$ cat src/rtl/seq_mult_ctrl.sv
// seq_mult_ctrl: ready/valid sequencer driving a 16x16 signed sequential multiplier datapath
module seq_mult_ctrl #(
  parameter int WIDTH        = 16,
  parameter int DONE_TIMEOUT = 4
) (
  input  logic        clk,
  input  logic        rst,
  input  logic        src_valid,
  output logic        src_ready,
  input  logic [15:0] src_a,
  input  logic [15:0] src_b,
  output logic        dp_load,
  output logic        dp_calc,
  output logic [15:0] dp_a,
  output logic [15:0] dp_b,
  input  logic [31:0] dp_product,
  input  logic        dp_done,
  output logic        dst_valid,
  input  logic        dst_ready,
  output logic [31:0] dst_product,
  output logic        busy,
  output logic        err
);
  localparam logic [2:0] S_IDLE = 3'd0, S_LOAD = 3'd1, S_CALC = 3'd2, S_WAIT = 3'd3, S_OUT = 3'd4;
  localparam int CW = 5;
  logic [2:0]    state_q, state_d;
  logic [CW-1:0] cnt_q, cnt_d;
  logic [15:0]   a_q, a_d, b_q, b_d;
  logic [31:0]   prod_q, prod_d;
  logic          err_q, err_d;
  logic          calc_last, wait_last;
  assign calc_last = cnt_q == CW'(WIDTH - 1);
  assign wait_last = cnt_q == CW'(DONE_TIMEOUT - 1);
  always_comb begin
    state_d = state_q;
    cnt_d   = cnt_q;
    a_d     = a_q;
    b_d     = b_q;
    prod_d  = prod_q;
    err_d   = err_q;
    case (state_q)
      S_IDLE: if (src_valid) begin
        a_d     = src_a;
        b_d     = src_b;
        err_d   = 1'b0;
        state_d = S_LOAD;
      end
      S_LOAD: begin
        cnt_d   = '0;
        state_d = S_CALC;
      end
      S_CALC: begin
        cnt_d   = calc_last ? '0 : cnt_q + 1'b1;
        state_d = calc_last ? S_WAIT : S_CALC;
      end
      // cnt is reused as the dp_done watchdog while waiting
      S_WAIT: if (dp_done) begin
        prod_d  = dp_product;
        state_d = S_OUT;
      end else if (wait_last) begin
        err_d   = 1'b1;
        cnt_d   = '0;
        state_d = S_IDLE;
      end else begin
        cnt_d   = cnt_q + 1'b1;
      end
      S_OUT: state_d = dst_ready ? S_IDLE : S_OUT;
      default: state_d = S_IDLE;
    endcase
  end
  always_ff @(posedge clk or posedge rst) begin
    if (rst) begin
      state_q <= S_IDLE;
      cnt_q   <= '0;
      a_q     <= '0;
      b_q     <= '0;
      prod_q  <= '0;
      err_q   <= 1'b0;
    end else begin
      state_q <= state_d;
      cnt_q   <= cnt_d;
      a_q     <= a_d;
      b_q     <= b_d;
      prod_q  <= prod_d;
      err_q   <= err_d;
    end
  end
  assign src_ready   = state_q == S_IDLE;
  assign busy        = state_q != S_IDLE;
  assign dp_load     = state_q == S_LOAD;
  assign dp_calc     = state_q == S_CALC;
  assign dst_valid   = state_q == S_OUT;
  assign dp_a        = a_q;
  assign dp_b        = b_q;
  assign dst_product = prod_q;
  assign err         = err_q;
endmodule

$ cat config.mk
export PLATFORM = sky130hd
export DESIGN_NAME = seq_mult_ctrl
export DESIGN_NICKNAME = d
export VERILOG_FILES = /design/src/rtl/seq_mult_ctrl.sv
export SDC_FILE = /design/constraint.sdc
export NUM_CORES = 1
export LEC_CHECK = 0
export ABC_AREA = 0
export CORE_MARGIN = 2
export CORE_UTILIZATION = 45
export DETAILED_ROUTE_END_ITERATION = 16
export GPL_ROUTABILITY_DRIVEN = 0
export MAX_ROUTING_LAYER = met4
export PLACE_DENSITY = 0.85
export SLEW_MARGIN = 40
export SYNTH_ARGS = -nofsm -noshare
export SYNTH_HDL_FRONTEND = slang
export SYNTH_SLANG_ARGS = --single-unit
$ cat constraint.sdc
create_clock -name clk -period 6.6 [get_ports clk]
set_clock_uncertainty 0.05 [all_clocks]
set_input_delay 1.32 -clock clk [delete_from_list [all_inputs] [get_ports clk]]
set_output_delay 1.32 -clock clk [all_outputs]
set_load 0.05 [all_outputs]
### Word-level counts from Yosys, hierarchy flattened

Index checks and enable logic that the tools add are counted.

* register bits after elaboration: 73
* logic and storage cells: 40

* add/subtract/negate cells: 1
* equality and inequality tests: 10
* mux-type cells: 14
* reduce and logical (&&, ||, !) cells: 9

Operator list (count)
* 2-to-1 mux 5 bit: 3
* case mux 3 bit (5 select lines): 1
* case mux 5 bit (3 select lines): 1
* 2-to-1 mux 3 bit: 4
* AND reduction 2 bit: 4
* == test 3 x 2 -> 1 bit, second input constant: 2
* inequality test 2 bit, second input constant: 3
* nonzero test 3 bit: 2
* adder 5 x 1 -> 5 bit, second input constant: 1
* == test 5 x 2 -> 1 bit, second input constant: 1
* == test 5 x 4 -> 1 bit, second input constant: 1
* 2-to-1 mux 1 bit: 4
* AND reduction 4 bit: 1
* == test 3 x 1 -> 1 bit, second input constant: 1
* == test 3 bit, second input constant: 1
* zero test 3 bit: 1
* inequality test 3 bit, second input constant: 1
* case mux 1 bit (2 select lines): 1
* nonzero test 2 bit: 1

### Depth between registers and ports, before layout

Gate-level depths: netlist of run 1.

* word-level depth: 4
* gate-level depth with buffers: 7

### Worst setup path before layout of run 1

OpenSTA, ideal clock, no wires.

* path type: register -> output
* start point: register state_q[0]
* end point: output dp_load
* data arrival time: 1.847 ns
* buffers on the path: 1
* data required time: 5.230 ns
* cell stages (with the launch flop): 3
* setup slack: 3.383 ns
* cells stage by stage: dfrtp_1 > clkbuf_1 > nor3b_1

* word-level cells in the longest chain between the ends: 1

RTL lines
* start, declared: line 26 `logic [2:0] state_q, state_d;`
* start signal, assigned: line 80 `state_q <= state_d;`
* == test 3 x 1 -> 1 bit: line 90 `assign dp_load = state_q == S_LOAD;`
* end, declared: line 12 `output logic dp_load,`

Every way passes these cells.

### Worst setup path in the final report of run 1

* start point: register state_q[0]
* end point: output src_ready

* word-level cells in the longest chain between the ends: 1

RTL lines
* zero test 3 bit: line 88 `assign src_ready = state_q == S_IDLE;`
* end, declared: line 9 `output logic src_ready,`

Every way passes these cells.

==> results, run 1 <==
- The first detailed-routing pass ran for 4 iterations.
- Cells with a size suffix above 1 make up 15.38% of the layout.
- Counting instances, the worst hold path has a depth of 1.
- The number of resized instances in the post-cts repair step is 0.
- Final hold analysis gives a worst-case slack of 0.4377 ns.
- The flow ran to the end, and the final reports show no timing, DRC or antenna violations.
- Traced cell by cell, the critical path runs through nor3_2 -> clkdlybuf4s50_1.
- Wires add up to 6970 um.
- In this run the vertical extent of the chip is ~87 um.
- For this run, the leading register cell type out of synthesis is sky130_fd_sc_hd__dfrtp_1.
- The worst-case hold path end point is dp_b[3].
- The clock-pin slew on the worst setup and hold paths is 0.07 ns.
- The routed wire length per instance is 16.17 um.
- In this run the core area contains 30 standard-cell rows.
- The relative slew slack is 57.04%.
- The leakage power is 2.082 nW.
- The average instance area after synthesis is 15.03 um^2.
- The clock passes through at most 2 buffers.
- The wire length of the first global-routing pass is 10,870 um.
- The cell chosen for the clock root is sky130_fd_sc_hd__clkbuf_8.
- The TritonCTS clock tree is yes.
- The via count is about 2,100.
- The number of violations of the max-capacitance limit is 0.
- The share of the Yosys chip area taken by registers is 58.73%.
- The number of violations reported at the end of detailed-routing iteration 0 is 58.
- The post-cts hold buffer count is 0.
- The number of cells on the worst reg-to-reg path is 4.
- Global routing consumed, over all layers together, 19.58% of the routing resources.
- The share of the synthesized area in the top cell type is about three fifths.
- The largest fanout on the critical path is 14.
- At the worst endpoint, the required time is 5.23 ns.
- The net count reported at finish is 418.
- The worst-margin pin slew is 0.6445 ns.
- After synthesis, the most frequently instantiated cells are 73 x sky130_fd_sc_hd__dfrtp_1, 32 x sky130_fd_sc_hd__mux2_1, 29 x sky130_fd_sc_hd__mux2_4.
- In the post-synthesis netlist, the cell with the most instances is sky130_fd_sc_hd__dfrtp_1.
- The number of endpoints with negative hold slack in the final report is 0.
- Counting flops and latches in the post-synthesis netlist gives 73.
- During I/O placement, the number of pins put on the boundary was 139.
- Counting every net in the synthesized netlist gives between 200 and 300.
- The number of flops mapped to enable cells by yosys is 0.
- Once the clock tree was built, the setup fixing pass inserted 0 buffers.
- The category of the most critical setup path is reg -> out.
- The post-synthesis cell area is about 3100 um^2.
- Once the floorplan was initialized, standard cells occupied 46.04% of the core.
- Detailed placement finished with a half-perimeter wire length of 5186 um.
- Synthesis produced a netlist whose cell count is 207.
- The final-layout fill cell count is 493.
- Yosys attributes the largest share of cell area to sky130_fd_sc_hd__dfrtp_1 59%, sky130_fd_sc_hd__mux2_4 14%, sky130_fd_sc_hd__mux2_1 12%.
- During synthesis, Yosys emitted a total of 0 warnings.
- The via count of the first global-routing pass is 2,094.
- Entering global routing, the biggest net connects 74 pins.
- The detail route stage leaves a number of antenna-violating nets equal to 0.
- Adding up every negative setup slack in the final design gives 0 ns.
- The total overflow left after global routing is 0.
- The number of antenna violations at the first check in global routing is 0.
- The region available for standard cell placement spans 6756 um^2.
- The delay of the slowest critical-path stage is 0.84 ns.
- The level count of the clock H-tree is 3.
- The fmax is 298.0 MHz.
- Across the VDD grid, the largest voltage drop is 0.3791 mV.
- CTS saw 73 sinks.
- Counting distinct cell types in the post-synthesis netlist gives 36.
- From synthesis to final layout, the design area changed by 50.84%.
- The fraction of registers with async set or reset after synthesis is 100.0%.
- The type of the most critical hold path is reg -> reg.
- The number of max-slew violations in the final report was 0.
- The post-layout minimum cycle time is 3.356 ns.
- In this run the critical register-to-register path is launched from state_q[0].
- The number of antenna diodes in the final layout is 0.
- The DRC violations left is 0.
- The cell family contributing the most delay on the critical path is buffers and inverters.
- At the worst endpoint, the arrival time is ~2.0 ns.
- The worst-path cell with the longest stage delay is sky130_fd_sc_hd__clkdlybuf4s50_1.
- The kind of start point of the critical path is a register.
- The largest area contributor in the synthesized netlist is sky130_fd_sc_hd__dfrtp_1.
- In this run the tool buffered the top-level ports with around 140 buffer cells.
- Once layout is complete, the cells apart from fillers number 431.
- The die is 87.14 um wide.
- The sort of element at the end of the critical path is a primary output.
- The placed instance count is 415.
- The final critical-path share of the clock period is 50.85%.
- The routed via count divided by cell count is 4.882.
- The number of setup violations in the final report is 0.
- The power density over the cells is around 600 nW/um^2.
- The worst path buffer plus inverter count is 1.
- The worst hold path startpoint is dp_b[3].
- The worst register-to-register path ends at dp_b[11].
- The clock buffer count from CTS is 9.
- Setup repair after global routing left no endpoint under its margin.
- At the later pin of the worst-skew pair, clock insertion delay measures 0.33 ns.
- The setup check on the worst reg-to-reg path leaves a slack of 4.69 ns.
- The die covers 7593 um^2.
## worst register-to-register path: stages, from the launching register on
cell and delay [ns]:
sky130_fd_sc_hd__dfrtp_1 0.53, sky130_fd_sc_hd__nor3_2 0.29, sky130_fd_sc_hd__and2_1 0.15, sky130_fd_sc_hd__buf_4 0.38, sky130_fd_sc_hd__mux2_1 0.40
## layer usage
layer	vias to the layer above	share of wire (%)	GRT usage, %
li1	1004	-	-
met3	8	6.1	6.161
met2	72	51	31.37
met1	1020	42	23.70
met5	-	0	-
met4	0	1.3	6.294
## registers in the layout, indices dropped and copies added, names as in the netlist
| name | count |
|---|---|
| dp_b | 16 |
| err | 1 |
| dst_product | 32 |
| state_q | 3 |
| dp_a | 16 |
| cnt_q | 5 |
## cells in the final DEF, fill, tap and decap left out, types with 2 or more instances in the layout
cell type and count:
sky130_fd_sc_hd__nor2_1 5, sky130_fd_sc_hd__nand2b_1 3, sky130_fd_sc_hd__clkinvlp_4 3, sky130_fd_sc_hd__mux2_2 3
sky130_fd_sc_hd__o22ai_1 2, sky130_fd_sc_hd__nand3_1 3, sky130_fd_sc_hd__nand2_1 3, sky130_fd_sc_hd__dfrtp_1 73
sky130_fd_sc_hd__clkbuf_8 9, sky130_fd_sc_hd__mux2_4 29, sky130_fd_sc_hd__ha_1 3, sky130_fd_sc_hd__clkinv_4 2
sky130_fd_sc_hd__mux2_1 32, sky130_fd_sc_hd__a311oi_1 2, sky130_fd_sc_hd__inv_1 10, sky130_fd_sc_hd__o21ai_0 6
sky130_fd_sc_hd__clkdlybuf4s50_1 138, sky130_fd_sc_hd__nor2b_1 2
## how the worst max path moves through the flow
stage                     from               to  slack [ns]  depth (start not counted)
floorplan                  rst         cnt_q[0]        3.38                          1
global placement       dp_done  dst_product[30]        3.19                          4
detailed placement     dp_done  dst_product[29]        3.47                          4
CTS                 state_q[0]        src_ready        3.23                          2
global route        state_q[0]        dst_valid        3.12                          4
finish              state_q[0]        src_ready        3.24                          2
## cell type report
type / count / area, um^2 / area share (%)
inverters: 11 / 41.29 / 0.8800
clock buffers: 10 / 127.6 / 2.720
repair buffers: 140 / 1400 / 29.84
multi-input cells: 111 / 1151 / 24.53
flip-flops and latches: 73 / 1827 / 38.93
clock inverters: 6 / 45.04 / 0.9600
well taps: 80 / 100.1 / 2.133
## per-stage QoR
stage / area, um^2 / util (%) / worst slack (ns) / power (mW)
3_5_place_dp: 4519 / 66.89 / 3.467 / 2.524
2_1_floorplan: 3110 / - / 3.377 / 1.972
4_1_cts: 4692 / 69.44 / 3.225 / 2.833
3_3_place_gp: 4512 / 66.78 / 3.187 / 2.486
5_1_grt: 4692 / 69.44 / 3.120 / 2.940
6_report: 4692 / 69.44 / 3.244 / 2.808
## where the power goes
group	internal (mW)	total [mW]	switching (mW)	leakage (nW)
logic	0.657	1.70	1.04	1.12
registers	0.667	0.805	0.139	0.881
clock network	0.137	0.304	0.167	0.0785
total	1.46	2.81	1.35	2.08
## logic make-up after synthesis
group | after synthesis | share of synthesized area, %
buf+inv | 23 | 4.425
compound gates | 18 | 3.822
mux | 65 | 26.99
flops | 73 | 58.73
fa+ha+maj | 3 | 1.207
simple gates | 25 | 4.828
Power figures use the tool's default switching activity.
==> run 2: changes to the inputs <==
Settings changed: CORE_UTILIZATION 45 to 38, PLACE_DENSITY 0.85 to 0.77.
Clock period 6.6 ns to 2.9 ns, I/O delays scaled along.
==> run 2 against run 1 <==
Compared with the run above:
- largest cell class unchanged
- first-iteration DRC count is 14% lower
- sequential share of layout area is 0.78 points lower
- sequential power rose by 130%
- final area is 2.1% higher
==> results, run 2 (same netlist as run 1, synthesis figures left out) <==
- The run finished with clean final reports.
- The number of violations of the max-capacitance limit came to 0 (unchanged).
- The kind of cell with the highest combined delay on the critical path is buffers and inverters.
- The switching power of the nets is 3.042 mW (+130%).
- Traced cell by cell, the critical path runs through nor3_2 -> clkdlybuf4s50_1.
- The library cells used most frequently in the layout, excluding fill and tap cells, are 138 x sky130_fd_sc_hd__clkdlybuf4s50_1, 73 x sky130_fd_sc_hd__dfrtp_1, 32 x sky130_fd_sc_hd__mux2_1.
- The number of nets still failing antenna checks after routing came to 0 (unchanged).
- The startpoint of the most critical setup path is state_q[0].
- The post-layout minimum cycle time is about 2.7 ns.
- The vertical die dimension came to 94.48 um (+8.4%).
- The delay of the slowest critical-path stage is 0.85 ns (about the same).
- The worst path buffer plus inverter count is 1 (unchanged).
- The largest fanout on the critical path came to 14 (unchanged).
- The worst-margin pin slew is 0.6627 ns (+0.01824 ns).
- The remaining global-route overflow is 0 (unchanged).
- The cell chosen for the clock root is sky130_fd_sc_hd__clkbuf_8.
- The sequential share of power is 27.8% (-0.9 points).
- The start of the worst register-to-register path is state_q[0].
- The portion of total power attributed to combinational logic was 58.8% (-1.7 points).
- From synthesis to final layout, the design area changed by 53.94%.
- The total inserted antenna cells was 0 (unchanged).
- The worst-path cell with the longest stage delay is sky130_fd_sc_hd__clkdlybuf4s50_1.
- The power density over the cells is 1371 nW/um^2 (+130%).
- The setup slack of the most critical reg-to-reg path is 0.92 ns (-3.77 ns).
- The met2 routed wirelength was 3324 um (-5.7%).
- The number of max-slew violations in the final report is 0 (unchanged).
- The clock sink count came to 73 (unchanged).
- The wire length of the first global-routing pass is 10,760 um (-1.1%).
- The total chip power is 6.565 mW (+130%).
- The number of setup violations in the final report was 0 (unchanged).
- The x dimension of the die is 94.48 um (+8.4%).
- The routed wire length per instance is 15.06 um (-6.9%).
- The met1 wire length was 2987 um (+2.0%).
- The number of detailed-route iterations in the first pass is 4 (unchanged).
- The net count reported at finish is 420 (+0.48%).
- Derived from the worst setup path, the maximum achievable clock frequency is 376.5 MHz.
- The met3 wire length is 477 um (+13%).
- The worst reg2reg path depth is 4 (unchanged).
- The post-route standard cell area excluding fillers is 4788 um^2 (+2.1%).
- Dividing the final minimum period by the clock period gives 91.59%.
- The post-route setup TNS is 0 ns (unchanged).
- The number of violations reported at the end of detailed-routing iteration 0 is 50 (-14%).
- The core region area came to 7848 um^2 (+16%).
- The level count of the clock H-tree was 3 (unchanged).
- The maximum number of pins on one net before global-route repair is 38 (-49%).
- The commonest non-fill, non-tap cell in the layout is sky130_fd_sc_hd__clkdlybuf4s50_1.
- Setup repair after global routing left no endpoint under its margin.
- In this run the worst setup path terminates at src_ready.
- The number of flip-flops in the largest register came to 32 (unchanged).
- The clock share of power came to 13.4% (+2.6 points).
- The via count of the first global-routing pass came to 2,200 (+5.1%).
- The via count is 2,149 (+2.1%).
- The standard cell area after detailed placement is 4567 um^2 (+1.1%).
- The internal power consumption came to 3.523 mW (+140%).
- The relative slew slack is 55.77% (-1.3 points).
- The number of antenna violations at the first check in global routing is 0 (unchanged).
- The global-route usage over all layers is 16.00% (-3.6 points).
- The DRC violations left is 0 (unchanged).
- The critical path in this run is classified as reg -> out.
- The TritonCTS clock tree is yes.
- The leakage power is 2.127 nW (+2.2%).
- The switching part of the total power is 46.33% (-1.6 points).
- The final cell utilization of the core is 61.02% (-8.4 points).
- The post-cts hold buffer count came to 0 (unchanged).
- The clock buffer count from CTS is 9 (unchanged).
- The buffers inserted during post-CTS setup optimization is 0 (unchanged).
- The area of the die is 8926 um^2 (+18%).
- The total wire length after detailed routing is 6854 um (-1.7%).
- The type of the most critical hold path is reg -> reg.
- The clock insertion delay at the later pin of the skew report is 0.33 ns (about the same).
- The estimated wirelength of the detail-placed design is 5020 um (-3.2%).
- The worst path required time was 2.27 ns (-2.96 ns).
- The final setup slack of the worst path came to 0.2438 ns (-3.000 ns).
- The site row count is 32 (+6.7%).
- STA classifies the critical path startpoint as a register.
- The highest layer used for signal routing is met4.
- The peak ir drop on the vdd network was 0.6202 mV (+64%).
- The routed via count divided by cell count came to 4.723 (-3.2%).
- The I/O pin total came to 139 (unchanged).
- The final-layout fill cell count is 656 (+33%).
- The number of stages on the worst setup path is 2 (unchanged).
- The ratio of cells with drive above 1 in the final layout is 15.86% (+0.48 points).
- The worst setup slack after placement was 0.4092 ns (-3.058 ns).
- The maximum clock path buffer count is 2 (unchanged).
- The clock-pin slew on the worst setup and hold paths came to 0.07 ns (about the same).
- The number of resized instances in the post-cts repair step is 0 (unchanged).
- The data arrival time of the critical path is 2.03 ns (+0.04 ns).
- The reg-to-reg endpoint is dst_product[31].
- The initial core utilization came to 39.64% (-6.4 points).
- The number of buffers added on ports is 138 (unchanged).
- STA classifies the critical path endpoint as a primary output.
- The number of endpoints with negative hold slack in the final report is 0 (unchanged).
run 2: per-stage QoR:
step / hold WS (ns) / std cells
after CTS: 0.4407 / 455
after global routing: 0.4562 / 455
final: 0.4335 / 455
after detailed placement: 0.4237 / 439
after floorplan: 0.4197 / 207
after global placement: 0.4157 / 439
run 2: worst min path at each step:
stage	slack, ns	endpoint	startpoint	depth (start not counted)
6_report	0.43	dp_a[15]	dp_a[15]	1
5_1_grt	0.46	dp_b[13]	dp_b[13]	1
4_1_cts	0.44	dp_b[13]	dp_b[13]	1
3_5_place_dp	0.42	dp_b[13]	dp_b[13]	1
3_3_place_gp	0.42	dp_a[9]	dp_a[9]	1
2_1_floorplan	0.42	cnt_q[0]	cnt_q[0]	1
run 2: final cells by class:
type	instances	area (um^2)	area share, %
Tap cell	102	127.6	2.665
Multi-Input combinational cell	111	1147	23.96
Timing Repair Buffer	142	1424	29.74
Clock buffer	11	141.4	2.953
Inverter	11	42.54	0.8884
Clock inverter	5	78.83	1.646
Sequential cell	73	1827	38.15
run 2: routing by layer:
| layer | vias up | global-route usage (%) |
|---|---|---|
| met4 | 0 | 5.314 |
| li1 | 1003 | - |
| met2 | 87 | 24.94 |
| met3 | 6 | 5.108 |
| met5 | - | - |
| met1 | 1053 | 19.85 |
run 2: power by group through the flow:
| stage | logic [mW] | registers [mW] | clock network (mW) |
|---|---|---|---|
| detailed placement | 3.89 | 1.84 | 0 |
| finish | 3.86 | 1.83 | 0.878 |
| global route | 4.02 | 1.90 | 0.957 |
| floorplan | 1.10 | 3.39 | 0 |
| CTS | 3.89 | 1.83 | 0.906 |
| global placement | 3.84 | 1.83 | 0 |
